### config.mk
export PLATFORM = sky130hd
export DESIGN_NAME = ipd_hazard_scoreboard
export DESIGN_NICKNAME = d
export VERILOG_FILES = /design/src/rtl/ipd_hazard_scoreboard_pkg.sv /design/src/rtl/ipd_hazard_scoreboard_sb_tag_fifo.sv /design/src/rtl/ipd_hazard_scoreboard.sv
export SDC_FILE = /design/constraint.sdc
export NUM_CORES = 1
export LEC_CHECK = 0
export ABC_AREA = 1
export ABC_CLOCK_PERIOD_IN_PS = 6650
export CAP_MARGIN = 0
export CORE_ASPECT_RATIO = 1.25
export CORE_MARGIN = 8
export CORE_UTILIZATION = 55
export DETAILED_ROUTE_END_ITERATION = 12
export PLACE_DENSITY = 0.73
export SLEW_MARGIN = 20
export SYNTH_ARGS = -nofsm -noshare
export SYNTH_HDL_FRONTEND = slang
export SYNTH_HIERARCHICAL = 1
export SYNTH_SLANG_ARGS = --single-unit
### constraint.sdc
create_clock -name clk -period 6.65 [get_ports clk]
set_clock_uncertainty 0.2 [all_clocks]
set_input_delay 0.665 -clock clk [delete_from_list [all_inputs] [get_ports clk]]
set_output_delay 0.665 -clock clk [all_outputs]
set_load 0.01 [all_outputs]
### src/rtl/ipd_hazard_scoreboard_pkg.sv
// Shared constants and types for the read-after-write hazard scoreboard.
package ipd_hazard_scoreboard_pkg;

   localparam int REG_ADDR_W = 5;
   localparam int NUM_REGS   = 1 << REG_ADDR_W;
   localparam int SB_DEPTH   = 4;
   localparam int SB_CNT_W   = 3;

   typedef logic [REG_ADDR_W-1:0] reg_addr_t;

   // r0 is hard-wired zero, so it never creates or resolves a dependency.
   function automatic logic is_tracked(input reg_addr_t addr);
      return addr != '0;
   endfunction

endpackage

### src/rtl/ipd_hazard_scoreboard_sb_tag_fifo.sv
// In-order FIFO of destination-register tags for instructions between ID issue and WB retire.
// The caller guarantees push/pop legality; this block only stores and counts.
module sb_tag_fifo
   import ipd_hazard_scoreboard_pkg::*;
#(
   parameter int DEPTH = SB_DEPTH,
   parameter int PTR_W = $clog2(DEPTH)
) (
   input  logic             clk,
   input  logic             resetn,
   input  logic             push,
   input  logic             pop,
   input  reg_addr_t        push_tag,
   output reg_addr_t        head,
   output logic [PTR_W:0]   count,
   output logic             full,
   output logic             empty
);

   reg_addr_t        mem [DEPTH];
   logic [PTR_W-1:0] wr_ptr;
   logic [PTR_W-1:0] rd_ptr;

   // Tag storage is pure data and needs no reset; the count qualifies every read.
   always_ff @(posedge clk) begin
      if (push) begin
         mem[wr_ptr] <= push_tag;
      end
   end

   // Pointers wrap naturally because DEPTH is a power of two.
   always_ff @(posedge clk or negedge resetn) begin
      if (!resetn) begin
         wr_ptr <= '0;
         rd_ptr <= '0;
      end else begin
         if (push) wr_ptr <= PTR_W'(wr_ptr + 1'b1);
         if (pop)  rd_ptr <= PTR_W'(rd_ptr + 1'b1);
      end
   end

   // Occupancy: simultaneous push and pop leaves it unchanged.
   always_ff @(posedge clk or negedge resetn) begin
      if (!resetn) begin
         count <= '0;
      end else begin
         case ({push, pop})
            2'b10:   count <= (PTR_W+1)'(count + 1'b1);
            2'b01:   count <= (PTR_W+1)'(count - 1'b1);
            default: count <= count;
         endcase
      end
   end

   assign empty = (count == '0);
   assign full  = (count == (PTR_W+1)'(DEPTH));
   // Masked so the head reads as r0 whenever nothing is in flight (including after reset).
   assign head  = empty ? '0 : mem[rd_ptr];

endmodule

### src/rtl/ipd_hazard_scoreboard.sv
// Read-after-write interlock: tracks in-flight destinations and holds ID while a source
// register still has an unretired producer or the in-flight window is full.
module ipd_hazard_scoreboard
   import ipd_hazard_scoreboard_pkg::*;
#(
   parameter int DEPTH = SB_DEPTH,
   parameter int CNT_W = SB_CNT_W
) (
   input  logic                     clk,
   input  logic                     resetn,
   input  logic                     id_valid,
   input  logic [REG_ADDR_W-1:0]    id_raddr1,
   input  logic [REG_ADDR_W-1:0]    id_raddr2,
   input  logic [REG_ADDR_W-1:0]    id_waddr,
   input  logic                     issue_fire,
   input  logic                     retire_valid,
   output logic                     id_stall,
   output logic                     sb_full,
   output logic [$clog2(DEPTH):0]   sb_count,
   output logic [REG_ADDR_W-1:0]    retire_waddr,
   output logic                     sb_error
);

   localparam int PTR_W = $clog2(DEPTH);

   logic [CNT_W-1:0] pend [NUM_REGS];
   logic             haz1;
   logic             haz2;
   logic             fifo_empty;
   logic             issue_ok;
   logic             retire_ok;
   logic             issue_bad;
   logic             retire_bad;
   logic             inc_en;
   logic             dec_en;
   reg_addr_t        head;

   sb_tag_fifo #(
      .DEPTH (DEPTH),
      .PTR_W (PTR_W)
   ) u_fifo (
      .clk      (clk),
      .resetn   (resetn),
      .push     (issue_ok),
      .pop      (retire_ok),
      .push_tag (id_waddr),
      .head     (head),
      .count    (sb_count),
      .full     (sb_full),
      .empty    (fifo_empty)
   );

   // Hazard detect and operation legality; illegal operations are dropped and flagged.
   always_comb begin
      haz1       = is_tracked(id_raddr1) && (pend[id_raddr1] != '0);
      haz2       = is_tracked(id_raddr2) && (pend[id_raddr2] != '0);
      id_stall   = id_valid && (haz1 || haz2 || sb_full);
      // Full stall uses pre-edge occupancy: a same-cycle retire rescues the issue only
      // when ID was not already told to hold.
      issue_bad  = issue_fire && (id_stall || (sb_full && !retire_valid));
      retire_bad = retire_valid && fifo_empty;
      issue_ok   = issue_fire && !issue_bad;
      retire_ok  = retire_valid && !retire_bad;
      inc_en     = issue_ok && is_tracked(id_waddr);
      dec_en     = retire_ok && is_tracked(head);
   end

   // Per-register pending counts; a register issued and retired together nets to no change.
   always_ff @(posedge clk or negedge resetn) begin
      if (!resetn) begin
         for (int r = 0; r < NUM_REGS; r++) begin
            pend[r] <= '0;
         end
      end else begin
         for (int r = 1; r < NUM_REGS; r++) begin
            if ((inc_en && (id_waddr == REG_ADDR_W'(r))) && !(dec_en && (head == REG_ADDR_W'(r)))) begin
               pend[r] <= CNT_W'(pend[r] + 1'b1);
            end else if (!(inc_en && (id_waddr == REG_ADDR_W'(r))) && (dec_en && (head == REG_ADDR_W'(r)))) begin
               pend[r] <= CNT_W'(pend[r] - 1'b1);
            end
         end
      end
   end

   // Sticky protocol error, cleared only by reset.
   always_ff @(posedge clk or negedge resetn) begin
      if (!resetn) begin
         sb_error <= 1'b0;
      end else if (issue_bad || retire_bad) begin
         sb_error <= 1'b1;
      end
   end

   assign retire_waddr = head;

endmodule
## Word level (Yosys, flattened, before mapping)

Memories as Yosys holds them, arrays and structs flattened.
Index checks and enable logic that the tools add are counted.

| operators by class | value |
|---|---|
| add/sub/neg operators | 66 |
| muxes and demuxes | 72 |
| bitwise operators | 2 |
| magnitude comparators | 2 |
| reduce and logical (&&, ||, !) cells | 242 |
| equal/unequal tests | 65 |

Operators with widths:

| kind | number |
|---|---|
| $mux W3 | 66 |
| $eq A5 B5 Y1 const B | 32 |
| $logic_and A1 B1 Y1 | 134 |
| $add A3 B1 Y3 const B | 32 |
| $sub A3 B1 Y3 const B | 32 |
| $eq A5 B4 Y1 const B | 16 |
| $logic_not A1 Y1 | 65 |
| $reduce_bool A2 Y1 | 32 |
| $eq A5 B3 Y1 const B | 8 |
| $bmux W3 S5 | 2 |
| $eq A5 B2 Y1 const B | 4 |
| $reduce_bool A5 Y1 | 4 |
| $ge A6 B6 Y1 const B | 2 |
| $not A5 Y6 | 2 |
| $eq A5 B1 Y1 const B | 2 |
| $pmux W3 S2 | 1 |
| $reduce_bool A3 Y1 | 2 |
| $mux W5 | 1 |
| $add A2 B1 Y2 const B | 2 |
| $logic_or A1 B1 Y1 | 4 |
| $eq A3 B3 Y1 const B | 1 |
| $logic_not A3 Y1 | 1 |
| $eq A2 B1 Y1 const B | 1 |
| $eq A2 B2 Y1 const B | 1 |
| $mux W1 | 2 |

| storage, ports and cells | value |
|---|---|
| word-level logic and storage cells | 485 |
| output and inout bits | 11 |
| register bits | 101 |
| memories kept | 1 |
| RAM bits | 20 |

Memory list:

| name | depth | bits a word | rd ports | clocked after memory_dff | wr ports | RTL line | text |
|---|---|---|---|---|---|---|---|
| u_fifo.mem | 4 | 5 | 1 | 0 | 1 | ipd_hazard_scoreboard_sb_tag_fifo.sv:20 | `reg_addr_t mem [DEPTH];` |

## Longest topological paths before layout

| logic depth | value |
|---|---|
| depth in word-level cells | 19 |
| gate-level depth with buffers | 25 |
| gate-level depth less buffers | 24 |

## By module

The synthesis kept the hierarchy.

By module, submodules not included:

| module | times used | area each (µm²) | cells an instance |
|---|---|---|---|
| ipd_hazard_scoreboard | 1 | 6595.1 | 819 |
| sb_tag_fifo | 1 | 1265.0 | 126 |

## Least setup slack after synthesis

Ideal clock, no wire load.

| timing | value |
|---|---|
| path type | input-to-reg |
| start point | input port id_raddr2[0] |
| end point | register pend[29] in the netlist's numbering |
| arrival time | 2967 ps |
| path slack | 3352 ps |
| setup time | 131 ps |
| stages | 19 |
| path through | buf_6 -> nor2_4 -> nand3_1 -> nand2_1 -> inv_1 -> a21oi_1 -> nor2_1 -> nand2_1 -> nand3_1 -> o21bai_4 -> nand4_4 -> buf_6 -> nor2_2 -> ha_1 -> inv_1 -> fa_1 -> a21oi_1 -> o21ai_0 -> xor2_1 |

| on the way | value |
|---|---|
| cells in the longest elaborated chain, start to end | 18 |
| elaborated cells between the ends (all ways) | 21 |
| those cells by class | mux: 4; bitwise: 1; reduce/logical: 16 |

Ends and longest elaborated chain:

| what | RTL line | text |
|---|---|---|
| start, declared | ipd_hazard_scoreboard.sv:13 | `input logic [REG_ADDR_W-1:0] id_raddr2,` |
| $not A5 Y6 (implied by the code) | ipd_hazard_scoreboard.sv:56 | `haz2 = is_tracked(id_raddr2) && (pend[id_raddr2] != '0);` |
| $bmux W3 S5 | ipd_hazard_scoreboard.sv:56 |  |
| $mux W3 (implied by the code) (2 in a row) | ipd_hazard_scoreboard.sv:56 |  |
| $reduce_bool A3 Y1 | ipd_hazard_scoreboard.sv:56 |  |
| $logic_and A1 B1 Y1 (*) | ipd_hazard_scoreboard.sv:56 |  |
| $logic_or A1 B1 Y1 (*) (2 in a row) | ipd_hazard_scoreboard.sv:57 | `id_stall = id_valid && (haz1 \|\| haz2 \|\| sb_full);` |
| $logic_and A1 B1 Y1 (*) | ipd_hazard_scoreboard.sv:57 |  |
| $logic_or A1 B1 Y1 (*) | ipd_hazard_scoreboard.sv:60 | `issue_bad = issue_fire && (id_stall \|\| (sb_full && !retire_valid));` |
| $logic_and A1 B1 Y1 (*) | ipd_hazard_scoreboard.sv:60 |  |
| $logic_not A1 Y1 (*) | ipd_hazard_scoreboard.sv:62 | `issue_ok = issue_fire && !issue_bad;` |
| $logic_and A1 B1 Y1 (*) | ipd_hazard_scoreboard.sv:62 |  |
| $logic_and A1 B1 Y1 (*) | ipd_hazard_scoreboard.sv:64 | `inc_en = issue_ok && is_tracked(id_waddr);` |
| $logic_and A1 B1 Y1 (*) | ipd_hazard_scoreboard.sv:76, ipd_hazard_scoreboard.sv:78 |  |
| $logic_not A1 Y1 | ipd_hazard_scoreboard.sv:78 | `end else if (!(inc_en && (id_waddr == REG_ADDR_W'(r))) && (dec_en && (head == REG_ADDR_W'(r)))) begin` |
| $logic_and A1 B1 Y1 | ipd_hazard_scoreboard.sv:78 |  |
| $reduce_bool A2 Y1 (no source line) | - |  |
| end signal, assigned by index | ipd_hazard_scoreboard.sv:77 | `pend[r] <= CNT_W'(pend[r] + 1'b1);` |
| end signal, assigned by index | ipd_hazard_scoreboard.sv:79 | `pend[r] <= CNT_W'(pend[r] - 1'b1);` |
| end, declared | ipd_hazard_scoreboard.sv:26 | `logic [CNT_W-1:0] pend [NUM_REGS];` |

Mark *: on every way between the ends. The rest lies on a longest branch, timed or not. The select of a mux whose other input is x is not followed.
A chain may end at the register's enable or synchronous reset.

## Worst setup path after layout

| timing | value |
|---|---|
| start point | input port id_raddr1[0] |
| end point | register pend[86] in the netlist's numbering |

| on the way | value |
|---|---|
| cells in the longest elaborated chain, start to end | 18 |
| elaborated cells between the ends (all ways) | 21 |
| those cells by class | mux: 4; bitwise: 1; reduce/logical: 16 |

Ends and longest elaborated chain:

| what | RTL line | text |
|---|---|---|
| start, declared | ipd_hazard_scoreboard.sv:12 | `input logic [REG_ADDR_W-1:0] id_raddr1,` |
| $not A5 Y6 (implied by the code) | ipd_hazard_scoreboard.sv:55 | `haz1 = is_tracked(id_raddr1) && (pend[id_raddr1] != '0);` |
| $bmux W3 S5 | ipd_hazard_scoreboard.sv:55 |  |
| $mux W3 (implied by the code) (2 in a row) | ipd_hazard_scoreboard.sv:55 |  |
| $reduce_bool A3 Y1 | ipd_hazard_scoreboard.sv:55 |  |
| $logic_and A1 B1 Y1 (*) | ipd_hazard_scoreboard.sv:55 |  |
| $logic_or A1 B1 Y1 (*) (2 in a row) | ipd_hazard_scoreboard.sv:57 |  |
| $logic_and A1 B1 Y1 (*) | ipd_hazard_scoreboard.sv:57 |  |
| $logic_or A1 B1 Y1 (*) | ipd_hazard_scoreboard.sv:60 |  |
| $logic_and A1 B1 Y1 (*) | ipd_hazard_scoreboard.sv:60 |  |
| $logic_not A1 Y1 (*) | ipd_hazard_scoreboard.sv:62 |  |
| $logic_and A1 B1 Y1 (*) | ipd_hazard_scoreboard.sv:62 |  |
| $logic_and A1 B1 Y1 (*) | ipd_hazard_scoreboard.sv:64 |  |
| $logic_and A1 B1 Y1 (*) | ipd_hazard_scoreboard.sv:76, ipd_hazard_scoreboard.sv:78 |  |
| $logic_not A1 Y1 | ipd_hazard_scoreboard.sv:78 |  |
| $logic_and A1 B1 Y1 | ipd_hazard_scoreboard.sv:78 |  |
| $reduce_bool A2 Y1 (no source line) | - |  |

Marked as above.

==> results.md <==
* Run status: finished, violations left
* Violated checks: hold timing
* Logic gate share of total power at 0.374
* Routed WL at 19.2 mm
* LEAKAGE at 3.93 nW
* Register share of total power at 0.369
* FMAX at 0.212 GHz
* Share of layout cells above drive strength 1 at 0.0731
* Power Total at 3.57 mW
* Max Cap Viol at 0
* First DRT Iteration DRCs at roughly 600
* R2r startpoint: u_fifo/rd_ptr[0]
* Total grt overflow at 0
* Placement Rows at 49
* R2R Setup Slk at around 2.6 ns
* Area delta synth->final at 13.1%
* Placed insts at 1,144
* First-pass GRT wire length at 31.6 mm
* Slew HR at 0.427
* CTS Hold Buffers Added at 0
* Vias/cell at 5.35
* Post_cts resized at 0
* H-tree depth at 4
* DIE HEIGHT at 150 um
* Mapped cell area at 7860 sq um
* Fin Setup TNS at 0 ns
* Worst skew pair latency at 0.43 ns
* Number of global-route vias before repair at between 6k and 7k
* Drt wl/cell at between 15 and 20 um
* Sw Pwr at 1.43 mW
* Final Max Slew Viols at 0
* Worst vdd ir at 0.237 mV
* Cells after Synth at 945
* Crit end category: flip-flop
* Fin crit share at 0.708
* Final Hold Viols at 8
* Chip width at 123 um
* Core footprint at 14,200 sq um
* DPL Wire Length at 14.5 mm
* Clock Tree Root: clkbuf_16
* Crit path largest cell delay at 0.84 ns
* Global-route usage over all layers at 0.226
* CTS tree: done
* PortBufs at 30
* Sink Count at roughly 120
* Minimum clock period at 4.71 ns
* Top Ports at 31
* Placer congestion estimate at about 0.98
* Initial antenna violation count at 0
* Slowest CP cell: clkdlybuf4s50_1
* Number of diodes at 0
* Crit path from: id_raddr1[0]
* Clock Tree Buf Depth at 2
* Post-CTS Setup Inserts at 0
* Synthesis Warnings at 12
* ANT nets after route at 0
* Startpoint types: input pin
* Starting Density at 0.555
* Largest net degree at the start of global routing at 67
* Min Hold Slack at -0.00705 ns
* Clk pin slew, worst setup/hold paths at about 0.050 ns
* Fraction of power spent switching nets at 0.400
* RSZ-0062 raised after global routing: no
* Critical path fanouts, max at 28
* Final nets at 1,073
* Int Pwr at ~2.1 mW
* Die area at 18,400 sq um
* FF-to-FF path depth at 14
* Pwr dens at approximately 400 nW/um^2
* Post-synth cell types at 32
* Clock Power Share at 0.257
* Seq/Total Area, Yosys at 0.398
* Mapped Avg Cell Area at 8.32 sq um
* Class of the worst hold path: input pin to async pin
* Via Count at 6,289
* Drt pass-1 iters at 5
* Critical path required time at 6.75 ns
* Crit path top cell by count: nand2_1
* Flop and latch count out of synthesis at 121
* Non-filler cells, final at 1,176
* CP arrival at 4.81 ns
* Synthesized net count at 1,033
* Crit-path cells: clkdlybuf4s50_1, inv_2, nor2_4, nand3_1, nand2_1, nor2_1, nand2_1, nand2_1, nand2_1, nand2_1, nand2_1, nand2_2, o21bai_4, nand4_4, nor2_1, ha_1, inv_1, fa_1, a21oi_1, o21ai_0, xnor2_1
* Num CTS Buffers at 17
* DR DRC count at 0
* Worst Setup Path Type: input pin to flip-flop
* # setup viols final at 0
* Post-route design area at 8890 sq um
* Worst slew pin tran at 0.859 ns
* Reg2reg end: pend[58]
* Area post-placement at 8310 sq um
[metrics by stage]
step | setup WS, ns | util
floorplan | 3.35 | -
global placement | 1.67 | 0.587
detailed placement | 1.58 | 0.587
CTS | 2.02 | 0.628
global route | 1.64 | 0.628
finish | 1.94 | 0.628
[state kept, by name (all words and copies together) (netlist names)]
register       count
u_fifo/rd_ptr      2
u_fifo/mem        20
pend              93
u_fifo/count       3
sb_error           1
u_fifo/wr_ptr      2
[placed cells by master (no fill, tap or decap), drive strengths merged, types with 5 or more instances in the layout]
| master | instances |
|---|---|
| inv | 149 |
| nand2 | 195 |
| ha | 36 |
| nor2 | 142 |
| xnor2 | 54 |
| clkbuf | 17 |
| dfrtp | 101 |
| buf | 5 |
| xor2 | 12 |
| clkdlybuf4s50 | 29 |
| nand3 | 53 |
| clkinv | 8 |
| o21ai | 34 |
| nand4 | 16 |
| fa | 32 |
| a21oi | 74 |
| edfxtp | 20 |
[routing by layer]
| metal | up-vias | share of wire | GRT usage | wire length [um] |
|---|---|---|---|---|
| met3 | 46 | 0.043 | 0.0400 | 825 |
| met5 | - | 0 | 0 | 0 |
| li1 | 3047 | - | - | - |
| met4 | 0 | 0.050 | 0.139 | 953 |
| met1 | 3019 | 0.43 | 0.284 | 8270 |
| met2 | 177 | 0.48 | 0.354 | 9160 |
[worst max path at each step]
stage	depth (start not counted)	end	slack, ns
after floorplan	19	pend[29]	3.35
after detailed placement	21	pend[86]	1.58
after global placement	21	pend[86]	1.67
after CTS	21	pend[86]	2.02
final	21	pend[86]	1.94
after global routing	21	pend[86]	1.64
[power groups by stage]
stage | Combinational [mW] | Sequential, mW | Clock, mW
CTS | 1.33 | 1.32 | 0.930
detailed placement | 1.31 | 1.33 | 0
global route | 1.51 | 1.37 | 0.965
finish | 1.34 | 1.32 | 0.918
global placement | 1.28 | 1.32 | 0
floorplan | 0.912 | 1.27 | 0
[cell usage after synthesis (all sizes together)]
cell type / count / area share
or2: 3 / 0.0024
fa: 32 / 0.082
and2: 1 / 0.00080
o21bai: 1 / 0.0024
nor2: 142 / 0.079
ha: 36 / 0.057
clkbuf: 5 / 0.0037
xnor2: 54 / 0.060
buf: 8 / 0.010
a21oi: 74 / 0.047
nand2: 195 / 0.093
nand3: 53 / 0.034
a31oi: 2 / 0.0016
nand3b: 2 / 0.0019
mux2: 3 / 0.0043
nand4: 16 / 0.015
inv: 148 / 0.071
o21ai: 34 / 0.022
xor2: 12 / 0.013
edfxtp: 20 / 0.076
nor3: 3 / 0.0025
dfrtp: 101 / 0.32
[cells by family after synthesis]
kind of cell    share of synthesized area
simple gates                        0.228
buf+inv                            0.0845
flops                               0.398
compound gates                     0.0727
fa+ha+maj                           0.139
xor+xnor                           0.0735
mux                               0.00430
[worst max-delay path: cells and delay by family]
kind	cells	cell delay, ns
simple gates	12	1.83
compound gates	3	0.44
xor+xnor	1	0.14
buf+inv	3	1.15
fa+ha+maj	2	0.59
[cell type report]
type                    count  area [sq um]
clock buffers              17           425
clock inverters            15           156
fillers                  1219          5270
inverters                 148           556
multi-input cells         663          4070
flip-flops and latches    121          3130
well taps                 178           223
repair buffers             34           328
(Power assumes the default switching activity.)
